$ cat src/rtl/execute_stage.sv
// Execute stage: operand forwarding, ALU, optional iterative multiplier and the EX/MEM register.
// Define EXEC_MUL_EN to build the 32-step shift-add multiplier; without it MUL returns 0 in one cycle.
module execute_stage #(
   parameter int MUL_CYCLES = 32
) (
   input  logic        clk,
   input  logic        reset,
   input  logic        MemToRegE,
   input  logic        MemWriteE,
   input  logic        ALUSrcE,
   input  logic        RegDstE,
   input  logic        RegWE,
   input  logic [2:0]  ALUOPE,
   input  logic [31:0] RD1E,
   input  logic [31:0] RD2E,
   input  logic [31:0] SignImmE,
   input  logic [4:0]  RsE,
   input  logic [4:0]  RtE,
   input  logic [4:0]  RdE,
   input  logic [1:0]  ForwardAE,
   input  logic [1:0]  ForwardBE,
   input  logic [31:0] ResultW,
   output logic [4:0]  WriteRegE,
   output logic        busyE,
   output logic        MemToRegM,
   output logic        MemWriteM,
   output logic        RegWM,
   output logic [31:0] ALUOutM,
   output logic [31:0] WriteDataM,
   output logic [4:0]  WriteRegM
);

   localparam logic [2:0] OP_ADD = 3'b000;
   localparam logic [2:0] OP_SUB = 3'b001;
   localparam logic [2:0] OP_AND = 3'b010;
   localparam logic [2:0] OP_OR  = 3'b011;
   localparam logic [2:0] OP_NOR = 3'b100;
   localparam logic [2:0] OP_XOR = 3'b101;
   localparam logic [2:0] OP_SLT = 3'b110;
   localparam logic [2:0] OP_MUL = 3'b111;

   logic [31:0] src_a;
   logic [31:0] fwd_b;
   logic [31:0] src_b;
   logic [31:0] alu_res;
   logic [31:0] mul_res;
   logic        busy;

   logic        mem_to_reg_q, mem_to_reg_d;
   logic        mem_write_q, mem_write_d;
   logic        reg_w_q, reg_w_d;
   logic [31:0] alu_out_q, alu_out_d;
   logic [31:0] write_data_q, write_data_d;
   logic [4:0]  write_reg_q, write_reg_d;

   // RsE only matters to the hazard unit; MUL_CYCLES is referenced even when the multiplier is absent.
   logic unused_inputs;
   assign unused_inputs = ^{RsE, MUL_CYCLES[0]};

   always_comb begin
      case (ForwardAE)
         2'b01:   src_a = ResultW;
         2'b10:   src_a = alu_out_q;
         default: src_a = RD1E;
      endcase
      case (ForwardBE)
         2'b01:   fwd_b = ResultW;
         2'b10:   fwd_b = alu_out_q;
         default: fwd_b = RD2E;
      endcase
   end

   assign src_b     = ALUSrcE ? SignImmE : fwd_b;
   assign WriteRegE = RegDstE ? RdE : RtE;

   always_comb begin
      case (ALUOPE)
         OP_ADD:  alu_res = src_a + src_b;
         OP_SUB:  alu_res = src_a - src_b;
         OP_AND:  alu_res = src_a & src_b;
         OP_OR:   alu_res = src_a | src_b;
         OP_NOR:  alu_res = ~(src_a | src_b);
         OP_XOR:  alu_res = src_a ^ src_b;
         OP_SLT:  alu_res = {31'd0, $signed(src_a) < $signed(src_b)};
         default: alu_res = mul_res;
      endcase
   end

`ifdef EXEC_MUL_EN
   localparam logic [4:0] LAST_STEP = 5'(MUL_CYCLES - 1);

   typedef enum logic [1:0] {
      MUL_IDLE,
      MUL_BUSY,
      MUL_DONE
   } mul_state_e;

   mul_state_e  state_q, state_d;
   logic [31:0] mcand_q, mcand_d;
   logic [31:0] mplier_q, mplier_d;
   logic [31:0] acc_q, acc_d;
   logic [4:0]  cnt_q, cnt_d;

   // Multiplicand shifts left and multiplier shifts right, so each step only looks at mplier_q[0].
   always_comb begin
      state_d  = state_q;
      mcand_d  = mcand_q;
      mplier_d = mplier_q;
      acc_d    = acc_q;
      cnt_d    = cnt_q;
      busy     = 1'b0;
      case (state_q)
         MUL_IDLE: begin
            if (ALUOPE == OP_MUL) begin
               busy     = 1'b1;
               mcand_d  = src_a;
               mplier_d = src_b;
               acc_d    = 32'd0;
               cnt_d    = 5'd0;
               state_d  = MUL_BUSY;
            end
         end
         MUL_BUSY: begin
            busy     = 1'b1;
            acc_d    = acc_q + (mplier_q[0] ? mcand_q : 32'd0);
            mcand_d  = mcand_q << 1;
            mplier_d = mplier_q >> 1;
            cnt_d    = cnt_q + 5'd1;
            if (cnt_q == LAST_STEP) state_d = MUL_DONE;
         end
         MUL_DONE: state_d = MUL_IDLE;
         default:  state_d = MUL_IDLE;
      endcase
   end

   always_ff @(posedge clk or posedge reset) begin
      if (reset) begin
         state_q  <= MUL_IDLE;
         mcand_q  <= 32'd0;
         mplier_q <= 32'd0;
         acc_q    <= 32'd0;
         cnt_q    <= 5'd0;
      end else begin
         state_q  <= state_d;
         mcand_q  <= mcand_d;
         mplier_q <= mplier_d;
         acc_q    <= acc_d;
         cnt_q    <= cnt_d;
      end
   end

   assign mul_res = acc_q;
`else
   assign busy    = 1'b0;
   assign mul_res = 32'd0;
`endif

   assign busyE = busy;

   // A stalled MUL inserts bubbles: control bits drop, data fields keep their last value.
   always_comb begin
      mem_to_reg_d = 1'b0;
      mem_write_d  = 1'b0;
      reg_w_d      = 1'b0;
      alu_out_d    = alu_out_q;
      write_data_d = write_data_q;
      write_reg_d  = write_reg_q;
      if (!busy) begin
         mem_to_reg_d = MemToRegE;
         mem_write_d  = MemWriteE;
         reg_w_d      = RegWE;
         alu_out_d    = alu_res;
         write_data_d = fwd_b;
         write_reg_d  = WriteRegE;
      end
   end

   always_ff @(posedge clk or posedge reset) begin
      if (reset) begin
         mem_to_reg_q <= 1'b0;
         mem_write_q  <= 1'b0;
         reg_w_q      <= 1'b0;
         alu_out_q    <= 32'd0;
         write_data_q <= 32'd0;
         write_reg_q  <= 5'd0;
      end else begin
         mem_to_reg_q <= mem_to_reg_d;
         mem_write_q  <= mem_write_d;
         reg_w_q      <= reg_w_d;
         alu_out_q    <= alu_out_d;
         write_data_q <= write_data_d;
         write_reg_q  <= write_reg_d;
      end
   end

   assign MemToRegM  = mem_to_reg_q;
   assign MemWriteM  = mem_write_q;
   assign RegWM      = reg_w_q;
   assign ALUOutM    = alu_out_q;
   assign WriteDataM = write_data_q;
   assign WriteRegM  = write_reg_q;

endmodule

$ cat config.mk
export PLATFORM = sky130hd
export DESIGN_NAME = execute_stage
export DESIGN_NICKNAME = d
export VERILOG_FILES = /design/src/rtl/execute_stage.sv
export SDC_FILE = /design/constraint.sdc
export NUM_CORES = 1
export LEC_CHECK = 0
export CORE_AREA = 2 2 132 134
export DETAILED_ROUTE_END_ITERATION = 16
export DIE_AREA = 0 0 134 136
export HOLD_SLACK_MARGIN = 0.08
export PLACE_DENSITY = 0.88
export SYNTH_ARGS = -nofsm -noshare
export SYNTH_HDL_FRONTEND = slang
export SYNTH_SLANG_ARGS = --single-unit
$ cat constraint.sdc
create_clock -name clk -period 7.75 [get_ports clk]
set_input_delay 1.55 -clock clk [delete_from_list [all_inputs] [get_ports clk]]
set_output_delay 1.55 -clock clk [all_outputs]
set_load 0.05 [all_outputs]
==> results.yml <==
synth:
  synth_top_area_cell: "dfrtp_1"
  avgSynthCellArea_um2: 7.199
  yosysSeqAreaShare_pct: 19.80
  synth_edf_count: 0
  synthArstFlopShare_pct: 100.0
  syn_area_um2: 9100
  synth_nets: 1525
  ys_ff_latch: 72
  synth_area_leaders: "dfrtp_1 (20%), ha_1 (14%), o21ai_0 (6.0%), inv_1 (5.7%), nand2_1 (5.6%)"
  yosysWarnings: 0
  syn_inst: 1264
  synthFlopType: "dfrtp_1"
  yosysTopAreaCellShare_pct: 19.80
  ys_types: 75
worst_setup_path:
  crit_fanout: 17
  cp_slowest_cell: "o21ai_0"
  crit_arrival_ns: 6.79
  crit_type: "primary input to flop"
  slowest_delay_ns: 0.68
  critPathLaunchType: "primary input"
  required_ns: 8.00
  end_kind: "flop"
  crit_chain: "clkdlybuf4s50_1 -> ha_1 -> buf_4 -> a22oi_1 -> nor2_1 -> a21oi_1 -> o21ai_0 -> ha_1 -> nor4_1 -> nor3b_1 -> o211ai_1 -> o2111a_1 -> o221a_2 -> nor2_1 -> a211oi_1 -> o21ai_0"
pwr:
  seq_power_share_pct: 21.0
  sw_frac_of_total_pct: 48.07
  internal_power_mw: 1.239
  power.leakage_nw: 5.213
  total_power_mw: 2.385
  power_per_cell_area_nw_per_um2: 203.2
  ir_drop_v: 0.0001196
  p_switching_mw: 1.147
  pwr-share-clk_pct: 19.1
  p_comb_share_pct: 59.9
sta:
  finalMaxSlewViolations: 0
  post-route-period-util_pct: 84.39
  rsz0062_at_grt: "false"
  fmax_ghz: 0.1529
  setup_tns_ns: 0
  hold_ws_ns: 0.6698
  finClkSkew_ns: 0.01555
  worst_slew_pin_slew_ns: 1.046
  relSlewSlack_pct: 29.87
  setup_viol: 0
  finalHoldViolCount: 0
  finalCriticalPeriod_ns: 6.540
layout:
  final_cell_count_no_fill: 1657
  final_area_um2: 11740
  nNetsFinal: 1688
  drive_gt1_share_pct: 3.913
  num-fill-cells: 1397
  area_growth_pct: 29.00
cts:
  cts_buffers: 9
  cts_setup_buffers: 0
  clock_latency_ns: 0.35
  htree_levels: 3
  clock-sinks: 72
  clk_path_buf_depth: 2
  cts-resized-gates: 0
  cts.reportedPaths.clkPinSlew_ns: 0.06
  ctsHoldBuffers: 0
  cts_root_buf: "clkbuf_16"
  cts_tree: "done"
global_routing:
  grt_pass1_wl_um: 52490
  grt_usage_pct: 36.88
  grt_pass1_vias: 9411
  overflow: 0
  grt_max_degree: 86
  antenna_found_initial: 2
detailed_routing:
  drc: 0
  finalWirelength_um: 34940
  num_vias: 10426
  wl_per_cell_um: 21.09
  drt_iter0_markers: 1311
  vias_per_cell: 6.292
  ant_nets: 0
  drtPass1Iterations: 6
place:
  hpwlAfterDp_um: 26820
  dp_cells: 1641
  gp_congestion: 1.021
  io_buffers: 228
  placed_area_um2: 11420
floorplan:
  core_um2: 16880
  dieArea_um2: 18220
  die_x_um: 134
  io_pins: 235
  rows: 48
  initial_core_util_pct: 53.92
  die_h_um: 136
job:
  maxCapViolCount: 0
worst_hold_path:
  worstHoldPathType: "flop to flop"
outcome:
  outcome: "finished clean"
## area by class of cell
type | count | area, um2 | share of cell area, %
flip-flops and latches | 72 | 1802 | 15.35
repair buffers | 241 | 2370 | 20.19
well taps | 225 | 281.5 | 2.398
multi-input cells | 965 | 6447 | 54.92
inverters | 138 | 518.0 | 4.413
clock buffers | 9 | 225.2 | 1.919
clock inverters | 6 | 92.59 | 0.7887
diodes | 1 | 2.502 | 0.02132
## synth_stat cells (8+ instances only)
cell type	count
nor2_1	114
o21bai_1	17
nor2b_1	12
nor3_1	17
buf_1	10
nand3_1	18
a221o_1	10
o211ai_1	15
nand2_1	136
a22oi_1	66
a211oi_1	17
nand4_1	8
dfrtp_1	72
o221ai_1	22
clkbuf_1	77
a21o_1	15
ha_1	102
nand2b_1	11
o21ai_0	110
nor4_1	10
inv_1	138
a21oi_1	101
mux2i_1	33
## cell families (layout without fill, tap and decap cells)
logic type      after synthesis  in the layout  share of synthesized area [%]
mux                          40             40                          4.620
flops                        72             72                          19.80
other cells                   1              2                        0.04121
simple gates                356            356                          17.43
compound gates              456            456                          33.38
xor+xnor                      8              8                         0.7700
fa+ha+maj                   104            104                          14.46
buf+inv                     227            394                          9.487
## path summary, 6_finish.rpt
| kind | cells after the start | to | startpoint | slack, ns |
|---|---|---|---|---|
| max in group asynchronous | 3 | ALUOutM[2]$_DFF_PP0_ | reset | 5.23 |
| min in group asynchronous | 3 | ALUOutM[22]$_DFF_PP0_ | reset | 1.87 |
| max | 16 | ALUOutM[28]$_DFF_PP0_ | ForwardBE[0] | 1.21 |
| max reg2reg | 14 | ALUOutM[31]$_DFF_PP0_ | ALUOutM[10]$_DFF_PP0_ | 3.26 |
| min | 4 | WriteDataM[2]$_DFF_PP0_ | ALUOutM[2]$_DFF_PP0_ | 0.67 |
| min reg2reg | 4 | WriteDataM[2]$_DFF_PP0_ | ALUOutM[2]$_DFF_PP0_ | 0.67 |
## layout by cell type (no fill, tap or decap), types with 13 or more instances in the layout
master,count
o221ai_1,22
ha_1,100
buf_4,13
clkdlybuf4s50_1,226
a21o_1,15
nand2_1,136
nand3_1,18
a22oi_1,66
nor3_1,16
dfrtp_1,72
o21bai_1,17
nor2_1,114
a21oi_1,101
a211oi_1,17
inv_1,137
o21ai_0,110
o211ai_1,15
mux2i_1,33
## power by group through the flow
stage	Sequential (mW)	Combinational, mW	Clock [mW]
2_1_floorplan	0.716	0.720	0
3_3_place_gp	0.501	1.36	0
3_5_place_dp	0.503	1.39	0
4_1_cts	0.496	1.40	0.458
5_1_grt	0.503	1.52	0.475
6_report	0.500	1.43	0.456
## flip-flops by register name, indices dropped and copies added (netlist names)
name / cells
RegWM: 1
WriteRegM: 5
MemToRegM: 1
MemWriteM: 1
ALUOutM: 32
WriteDataM: 32
## stage by stage
step | setup slack [ns] | util (%)
6_report | 1.210 | 69.56
5_1_grt | 0.9830 | 69.56
4_1_cts | 1.403 | 69.54
3_5_place_dp | 1.056 | 67.66
3_3_place_gp | 1.123 | 67.66
2_1_floorplan | 2.323 | -
## critical path: cells and delay by family
family / cells / cell delay, ns
AND/OR/NAND/NOR: 4 / 1.32
adder cells (fa/ha/maj): 2 / 1.11
buffers and inverters: 2 / 0.83
AO/OA/AOI/OAI: 8 / 1.95
## per-layer routing
| layer | routed length (um) | vias to the layer above | track usage [%] |
|---|---|---|---|
| li1 | - | 4817 | - |
| met1 | 14060 | 4873 | 48.95 |
| met2 | 15530 | 658 | 57.92 |
| met3 | 4342 | 76 | 10.78 |
| met4 | 1005 | 2 | 11.64 |
| met5 | 11 | - | 0 |
Note: power is estimated with default switching activity, not from simulation.
